[config.mk]
export PLATFORM = sky130hd
export DESIGN_NAME = sample_hex_streamer
export DESIGN_NICKNAME = d
export VERILOG_FILES = /design/src/rtl/sdm_stream_pkg.sv /design/src/rtl/sync_fifo.sv /design/src/rtl/sample_hex_streamer.sv
export SDC_FILE = /design/constraint.sdc
export NUM_CORES = 1
export LEC_CHECK = 0
export BUFFER_PORTS_ARGS = -buffer_cell sky130_fd_sc_hd__buf_2
export CORE_ASPECT_RATIO = 0.75
export CORE_MARGIN = 2
export CORE_UTILIZATION = 40
export CTS_CLUSTER_DIAMETER = 50
export DETAILED_ROUTE_END_ITERATION = 16
export GPL_ROUTABILITY_DRIVEN = 0
export GPL_TIMING_DRIVEN = 1
export PLACE_DENSITY_LB_ADDON = 0.2
export SKIP_LAST_GASP = 1
export SLEW_MARGIN = 25
export SYNTH_ARGS = -nofsm -noshare
export SYNTH_HDL_FRONTEND = slang
export SYNTH_SLANG_ARGS = --single-unit
[constraint.sdc]
create_clock -name clk -period 6.48 [get_ports clk]
set_input_delay 0.324 -clock clk [delete_from_list [all_inputs] [get_ports clk]]
set_output_delay 0.324 -clock clk [all_outputs]
set_load 0.01 [all_outputs]
[src/rtl/sdm_stream_pkg.sv]
// Shared types, command/ASCII constants and the nibble formatter for the
// ADC sample hex streamer.
package sdm_stream_pkg;

  typedef enum logic [1:0] {
    ST_IDLE    = 2'd0,
    ST_CAPTURE = 2'd1,
    ST_DRAIN   = 2'd2
  } state_t;

  localparam logic [7:0] CMD_START_L = 8'h73;
  localparam logic [7:0] CMD_START_U = 8'h53;
  localparam logic [7:0] CMD_ABORT_L = 8'h78;
  localparam logic [7:0] CMD_ABORT_U = 8'h58;
  localparam logic [7:0] ASCII_LF    = 8'h0A;
  localparam logic [7:0] ASCII_CR    = 8'h0D;

  function automatic logic [7:0] nib_to_ascii(input logic [3:0] nib);
    if (nib < 4'd10) return 8'h30 + {4'h0, nib};
    else             return 8'h37 + {4'h0, nib};
  endfunction

endpackage

[src/rtl/sync_fifo.sv]
// Single-clock FIFO with registered read port, occupancy count and flush.
// rd_valid marks rd_data as the current head (it lags a push or pop by one clock).
module sync_fifo #(
  parameter int WIDTH = 24,
  parameter int DEPTH = 16
) (
  input  logic                       clk,
  input  logic                       rst,
  input  logic                       flush,
  input  logic                       push,
  input  logic [WIDTH-1:0]           wr_data,
  input  logic                       pop,
  output logic [WIDTH-1:0]           rd_data,
  output logic                       rd_valid,
  output logic [$clog2(DEPTH+1)-1:0] count
);

  localparam int AW = (DEPTH > 1) ? $clog2(DEPTH) : 1;
  localparam int CW = $clog2(DEPTH+1);

  logic [WIDTH-1:0] mem [DEPTH];
  logic [AW-1:0]    wr_ptr;
  logic [AW-1:0]    rd_ptr;

  always_ff @(posedge clk) begin
    if (push && !flush) mem[wr_ptr] <= wr_data;
    rd_data <= mem[rd_ptr];
  end

  always_ff @(posedge clk or posedge rst) begin
    if (rst) begin
      wr_ptr   <= '0;
      rd_ptr   <= '0;
      count    <= '0;
      rd_valid <= 1'b0;
    end else if (flush) begin
      wr_ptr   <= '0;
      rd_ptr   <= '0;
      count    <= '0;
      rd_valid <= 1'b0;
    end else begin
      if (push) wr_ptr <= wr_ptr + 1'b1;
      if (pop)  rd_ptr <= rd_ptr + 1'b1;
      count    <= count + CW'(push) - CW'(pop);
      rd_valid <= (count != '0) && !pop;
    end
  end

endmodule

[src/rtl/sample_hex_streamer.sv]
// Captures a burst of ADC samples into a FIFO and streams each one out as an
// uppercase hex line terminated by LF CR, under 's'/'x' command control.
module sample_hex_streamer
  import sdm_stream_pkg::*;
#(
  parameter int SAMPLE_BITS = 24,
  parameter int FIFO_DEPTH  = 16,
  parameter int BURST_LEN   = 1024
) (
  input  logic                   clk,
  input  logic                   rst,
  input  logic                   s_valid,
  input  logic [SAMPLE_BITS-1:0] s_data,
  input  logic                   cmd_valid,
  output logic                   cmd_ready,
  input  logic [7:0]             cmd_data,
  output logic                   m_valid,
  input  logic                   m_ready,
  output logic [7:0]             m_data,
  output logic                   busy,
  output logic                   overflow,
  output logic [15:0]            drop_count
);

  localparam int NIBBLES = SAMPLE_BITS / 4;
  localparam int PW      = $clog2(NIBBLES + 2);
  localparam int CW      = $clog2(FIFO_DEPTH + 1);
  localparam int BW      = $clog2(BURST_LEN + 1);

  state_t                 state;
  logic [PW-1:0]          pos;
  logic                   last_nib;
  logic                   cr_cur;
  logic                   abort_pending;
  logic [BW-1:0]          burst_cnt;

  logic [SAMPLE_BITS-1:0] fifo_data;
  logic                   fifo_rd_valid;
  logic [CW-1:0]          fifo_count;
  logic                   fifo_push;
  logic                   fifo_pop;
  logic                   fifo_flush;

  logic [3:0]             nibble [NIBBLES];
  logic [3:0]             cur_nib;

  generate
    for (genvar gi = 0; gi < NIBBLES; gi++) begin : g_nib
      assign nibble[gi] = fifo_data[SAMPLE_BITS-1-4*gi -: 4];
    end
  endgenerate

  always_comb begin
    cur_nib = '0;
    for (int i = 0; i < NIBBLES; i++) begin
      if (pos == PW'(i)) cur_nib = nibble[i];
    end
  end

  logic cmd_accept, is_start, is_abort, aborting, abort_done;
  logic handshake, load, sample_in, room, drain_done;

  assign cmd_accept = cmd_valid && cmd_ready;
  assign is_start   = cmd_accept && (cmd_data == CMD_START_L || cmd_data == CMD_START_U);
  assign is_abort   = cmd_accept && (cmd_data == CMD_ABORT_L || cmd_data == CMD_ABORT_U);
  assign aborting   = (state != ST_IDLE) && (abort_pending || is_abort);
  // An abort waits only for a byte already on the bus to be taken.
  assign abort_done = aborting && (!m_valid || m_ready);
  assign handshake  = m_valid && m_ready;
  assign load       = !m_valid || m_ready;
  assign fifo_pop   = handshake && last_nib && !abort_done;
  assign sample_in  = (state == ST_CAPTURE) && s_valid && !aborting;
  assign room       = (fifo_count < CW'(FIFO_DEPTH)) || fifo_pop;
  assign fifo_push  = sample_in && room;
  assign fifo_flush = abort_done;
  assign drain_done = (state == ST_DRAIN) && (fifo_count == '0) &&
                      ((handshake && cr_cur) || (!m_valid && pos == '0));
  assign busy       = (state != ST_IDLE);

  sync_fifo #(
    .WIDTH (SAMPLE_BITS),
    .DEPTH (FIFO_DEPTH)
  ) u_fifo (
    .clk      (clk),
    .rst      (rst),
    .flush    (fifo_flush),
    .push     (fifo_push),
    .wr_data  (s_data),
    .pop      (fifo_pop),
    .rd_data  (fifo_data),
    .rd_valid (fifo_rd_valid),
    .count    (fifo_count)
  );

  always_ff @(posedge clk or posedge rst) begin
    if (rst) begin
      state         <= ST_IDLE;
      pos           <= '0;
      last_nib      <= 1'b0;
      cr_cur        <= 1'b0;
      abort_pending <= 1'b0;
      burst_cnt     <= '0;
      overflow      <= 1'b0;
      drop_count    <= '0;
      m_valid       <= 1'b0;
      m_data        <= '0;
      cmd_ready     <= 1'b0;
    end else begin
      cmd_ready <= 1'b1;
      case (state)
        ST_IDLE: begin
          m_valid       <= 1'b0;
          pos           <= '0;
          last_nib      <= 1'b0;
          cr_cur        <= 1'b0;
          abort_pending <= 1'b0;
          if (is_start) begin
            state      <= ST_CAPTURE;
            burst_cnt  <= '0;
            overflow   <= 1'b0;
            drop_count <= '0;
          end
        end
        default: begin
          if (sample_in) begin
            burst_cnt <= burst_cnt + 1'b1;
            if (!room) begin
              overflow <= 1'b1;
              if (drop_count != 16'hFFFF) drop_count <= drop_count + 16'd1;
            end
            if (burst_cnt == BW'(BURST_LEN - 1)) state <= ST_DRAIN;
          end
          if (load) begin
            if (pos < PW'(NIBBLES)) begin
              cr_cur <= 1'b0;
              if (fifo_rd_valid) begin
                m_valid  <= 1'b1;
                m_data   <= nib_to_ascii(cur_nib);
                last_nib <= (pos == PW'(NIBBLES - 1));
                pos      <= pos + 1'b1;
              end else begin
                m_valid  <= 1'b0;
                last_nib <= 1'b0;
              end
            end else if (pos == PW'(NIBBLES)) begin
              m_valid  <= 1'b1;
              m_data   <= ASCII_LF;
              last_nib <= 1'b0;
              cr_cur   <= 1'b0;
              pos      <= pos + 1'b1;
            end else begin
              m_valid  <= 1'b1;
              m_data   <= ASCII_CR;
              last_nib <= 1'b0;
              cr_cur   <= 1'b1;
              pos      <= '0;
            end
          end
          if (is_abort) abort_pending <= 1'b1;
          if (drain_done) begin
            state   <= ST_IDLE;
            m_valid <= 1'b0;
          end
          if (abort_done) begin
            state         <= ST_IDLE;
            m_valid       <= 1'b0;
            pos           <= '0;
            last_nib      <= 1'b0;
            cr_cur        <= 1'b0;
            abort_pending <= 1'b0;
          end
        end
      endcase
    end
  end

endmodule

==> flow_metrics.py <==
metrics = {
    "yosys": {
        "yosysWarnings": 0,
        "synth_common_cells": "384 x edfxtp_1, 120 x mux4_2, 59 x dfrtp_1, 45 x nor2_1, 43 x nand2_1",
        "synth_fp_nets": 1007,
        "yosysTopAreaCell": "edfxtp_1",
        "synth_cells": 950,
        "synth-seq-area-share_pct": 73.26,
        "synthArstFlopShare_pct": 12.63,
        "synth_cell_type_count": 62,
        "netlist_area_mm2": 0.01841,
        "avgSynthCellArea_um2": 19.38,
        "yosys_most_used_dff": "edfxtp_1",
        "yosysMostFrequentCell": "edfxtp_1",
        "synth.area.top_cells": "edfxtp_1 63%, mux4_2 15%, dfrtp_1 8.0%",
        "yosysTopAreaCellShare_pct": 62.63,
        "synth-edff-count": 384,
        "ys_ff_latch": 467,
    },
    "pwr": {
        "power_leakage_nw": 6.857,
        "power_density_mw_per_mm2": 301.4,
        "peakVddDrop_v": 0.0002149,
    },
    "clocking": {
        "cts_setup_buffers": 0,
        "clk_pin_slew_ps": 60,
        "post_cts_resized": 0,
        "insertion_delay_ps": 560,
        "clk_root_buffer_cell": "clkbuf_16",
        "cts_tree": "done",
        "clk_path_buf_depth": 3,
        "hold_buffers": 0,
        "cts-htree-levels": 2,
        "cts.sinks": 467,
        "numCtsBuffers": 46,
    },
    "grt": {
        "grt_max_degree": 100,
        "antenna_found_initial": 2,
        "grt_pass1_vias": 8860,
        "gr-total-overflow": 0,
        "grt_pass1_wl_mm": 58.87,
        "grtUsageTotal_pct": 16.82,
    },
    "routing": {
        "route.detailed.drc": 0,
        "wl_met2_mm": 18.10,
        "viasPerCell": 5.347,
        "top_layer_used": "met4",
        "drt_pass1_iterations": 5,
        "drt_iter0_markers": 827,
        "ant_nets": 0,
        "met3_length_mm": 1.806,
        "drt-total-wl_mm": 39.55,
        "wl_met1_mm": 19.03,
        "wl_per_cell_um": 23.83,
        "dr_total_vias": 8876,
    },
    "final_layout": {
        "post-route-util_pct": 45.46,
        "area_growth_pct": 12.82,
        "postLayoutCellArea_mm2": 0.02077,
        "drive_above_1_share_pct": 26.90,
        "num-nets-final": 1083,
    },
    "timing": {
        "max_freq_mhz": 318.6,
        "clock_skew_ps": 16.00,
        "hold_viol": 2,
        "slew_viol_final": 0,
        "period_share_pct": 48.43,
        "finalSetupTns_ps": 0,
        "whs_ps": -7.790,
        "setup_viol": 0,
        "period_needed_ps": 3138,
        "worstMarginPinSlew_ps": 987.4,
        "rsz0062_at_grt": "false",
        "slew_headroom_pct": 34.17,
    },
    "floorplanning": {
        "start_util_pct": 40.30,
        "fp.dieW_um": 251.7,
        "top_level_ports": 65,
        "die_h_um": 189.8,
        "core_area_mm2": 0.04569,
        "die_area_mm2": 0.04778,
        "rows": 68,
    },
    "placed_design": {
        "place_area_mm2": 0.01937,
        "dp_hpwl_mm": 21.06,
        "port_buffers": 62,
    },
    "worst_setup_path": {
        "reg2reg_from": "abort_pending$_DFFE_PP0P_",
        "worstSetupEndpointType": "flip-flop",
        "cp_slowest_stage_delay_ps": 880,
        "critical_path_class": "reg2reg",
        "cp_max_fo": 24,
        "cp.arrival_ps": 3300,
        "start_kind": "flip-flop",
        "crit_required_ps": 6650,
        "cp_slowest_cell": "and2_2",
        "cp_top_family": "simple AND/OR/NAND/NOR gates",
        "cp-startpoint": "abort_pending$_DFFE_PP0P_",
        "path_cells": "a41oi_4, and2_1, nand2_2, nor3b_1, and2_2",
        "crit_buf_inv": 0,
    },
    "min_path": {
        "hold_class": "in2async",
    },
    "run_status": {
        "status": "complete, but fails checks",
        "violations": "hold timing",
    },
    "run": {
        "max_cap_viol_count": 0,
    },
}
-- power breakdown --
part           switching (mW)  leakage (nW)  internal, mW  total (mW)
combinational           0.215          1.74         0.147       0.361
clock                    1.10         0.685          1.41        2.52
sequential             0.0617          4.43          3.32        3.38
-- final timing paths --
path / endpoint / slack, ps / cells past startpoint
hold / removal: burst_cnt[7]$_DFFE_PP0P_ / -8 / 3
setup / recovery: u_fifo.mem[4][23]$_DFFE_PP_ / 3340 / 5
min in group clk: drop_count[12]$_DFFE_PP0P_ / 140 / 3
hold reg to reg: overflow$_DFFE_PP0P_ / 480 / 2
max in group asynchronous: u_fifo.rd_ptr[0]$_DFFE_PP0P_ / 5880 / 3
setup reg to reg: u_fifo.mem[4][23]$_DFFE_PP_ / 3340 / 5
-- logic make-up after synthesis --
logic type / count (synthesis) / share of synthesized area, %
other: 2 / 0.04079
buffers and inverters: 63 / 1.536
multiplexers: 125 / 14.96
AO/OA/AOI/OAI: 66 / 2.399
AND/OR/NAND/NOR: 182 / 5.212
XOR/XNOR: 25 / 1.189
adder cells (fa/ha/maj): 20 / 1.400
flip-flops: 467 / 73.26
-- through the flow --
step / setup slack [ps] / total power [mW] / instances / hold slack, ps
after floorplan: 3453 / 3.659 / 950 / 422.9
after global placement: 3123 / 3.804 / 1573 / 459.0
after detailed placement: 3010 / 3.812 / 1573 / 462.8
after CTS: 3307 / 6.323 / 1658 / 11.25
after global routing: 3148 / 6.486 / 1658 / 43.58
final: 3342 / 6.261 / 1660 / -7.790
-- placed cells by master, fill, tap and decap left out, types with 4 or more instances in the layout --
master,synthesis,routed
a211oi_1,4,4
a21oi_1,14,14
a22o_1,5,5
and2_2,0,16
and3_1,5,5
buf_2,16,62
buf_4,3,6
clkbuf_1,17,12
clkbuf_16,0,47
clkinv_1,0,12
clkinv_2,0,8
dfrtp_1,59,56
dfxtp_1,24,24
edfxtp_1,384,384
ha_1,19,19
inv_1,20,19
mux4_2,120,120
nand2_1,43,43
nand3_1,12,12
nand4_1,9,9
nor2_1,45,45
nor2b_1,5,5
nor3_1,14,14
o21ai_0,23,23
or3_1,6,6
xnor2_1,12,12
xor2_1,13,13
-- metal layers --
layer  global-route usage [%]  vias up
li1                         -     3965
met5                        0        -
met1                    25.51     4686
met2                    25.51      176
met4                    3.755        0
met3                    3.010       49
-- final cells by class --
| cell class | instances | area [um^2] |
|---|---|---|
| clock inverter | 26 | 178.9 |
| inverter | 22 | 82.58 |
| fill | 3827 | 24920 |
| antenna | 2 | 5.005 |
| tap | 595 | 744.5 |
| clock buffer | 59 | 1221 |
| multi-input combinational | 420 | 4667 |
| timing repair buffer | 69 | 375.4 |
| sequential | 467 | 13500 |
-- state kept, by name, indices dropped and copies added (netlist names) --
register / cells
state: 2
drop_count: 16
u_fifo.mem: 384
cmd_ready: 1
u_fifo.count: 5
u_fifo.rd_data: 24
overflow: 1
u_fifo.rd_ptr: 4
pos: 3
burst_cnt: 11
last_nib: 1
m_data: 7
cr_cur: 1
u_fifo.rd_valid: 1
abort_pending: 1
u_fifo.wr_ptr: 4
m_valid: 1
-- worst register-to-register path: stages (launching register included) --
cell,delay (ps)
dfrtp_1,400
a41oi_4,370
and2_1,460
nand2_2,210
nor3b_1,410
and2_2,880
No activity file was read; power rests on OpenSTA's default activity.
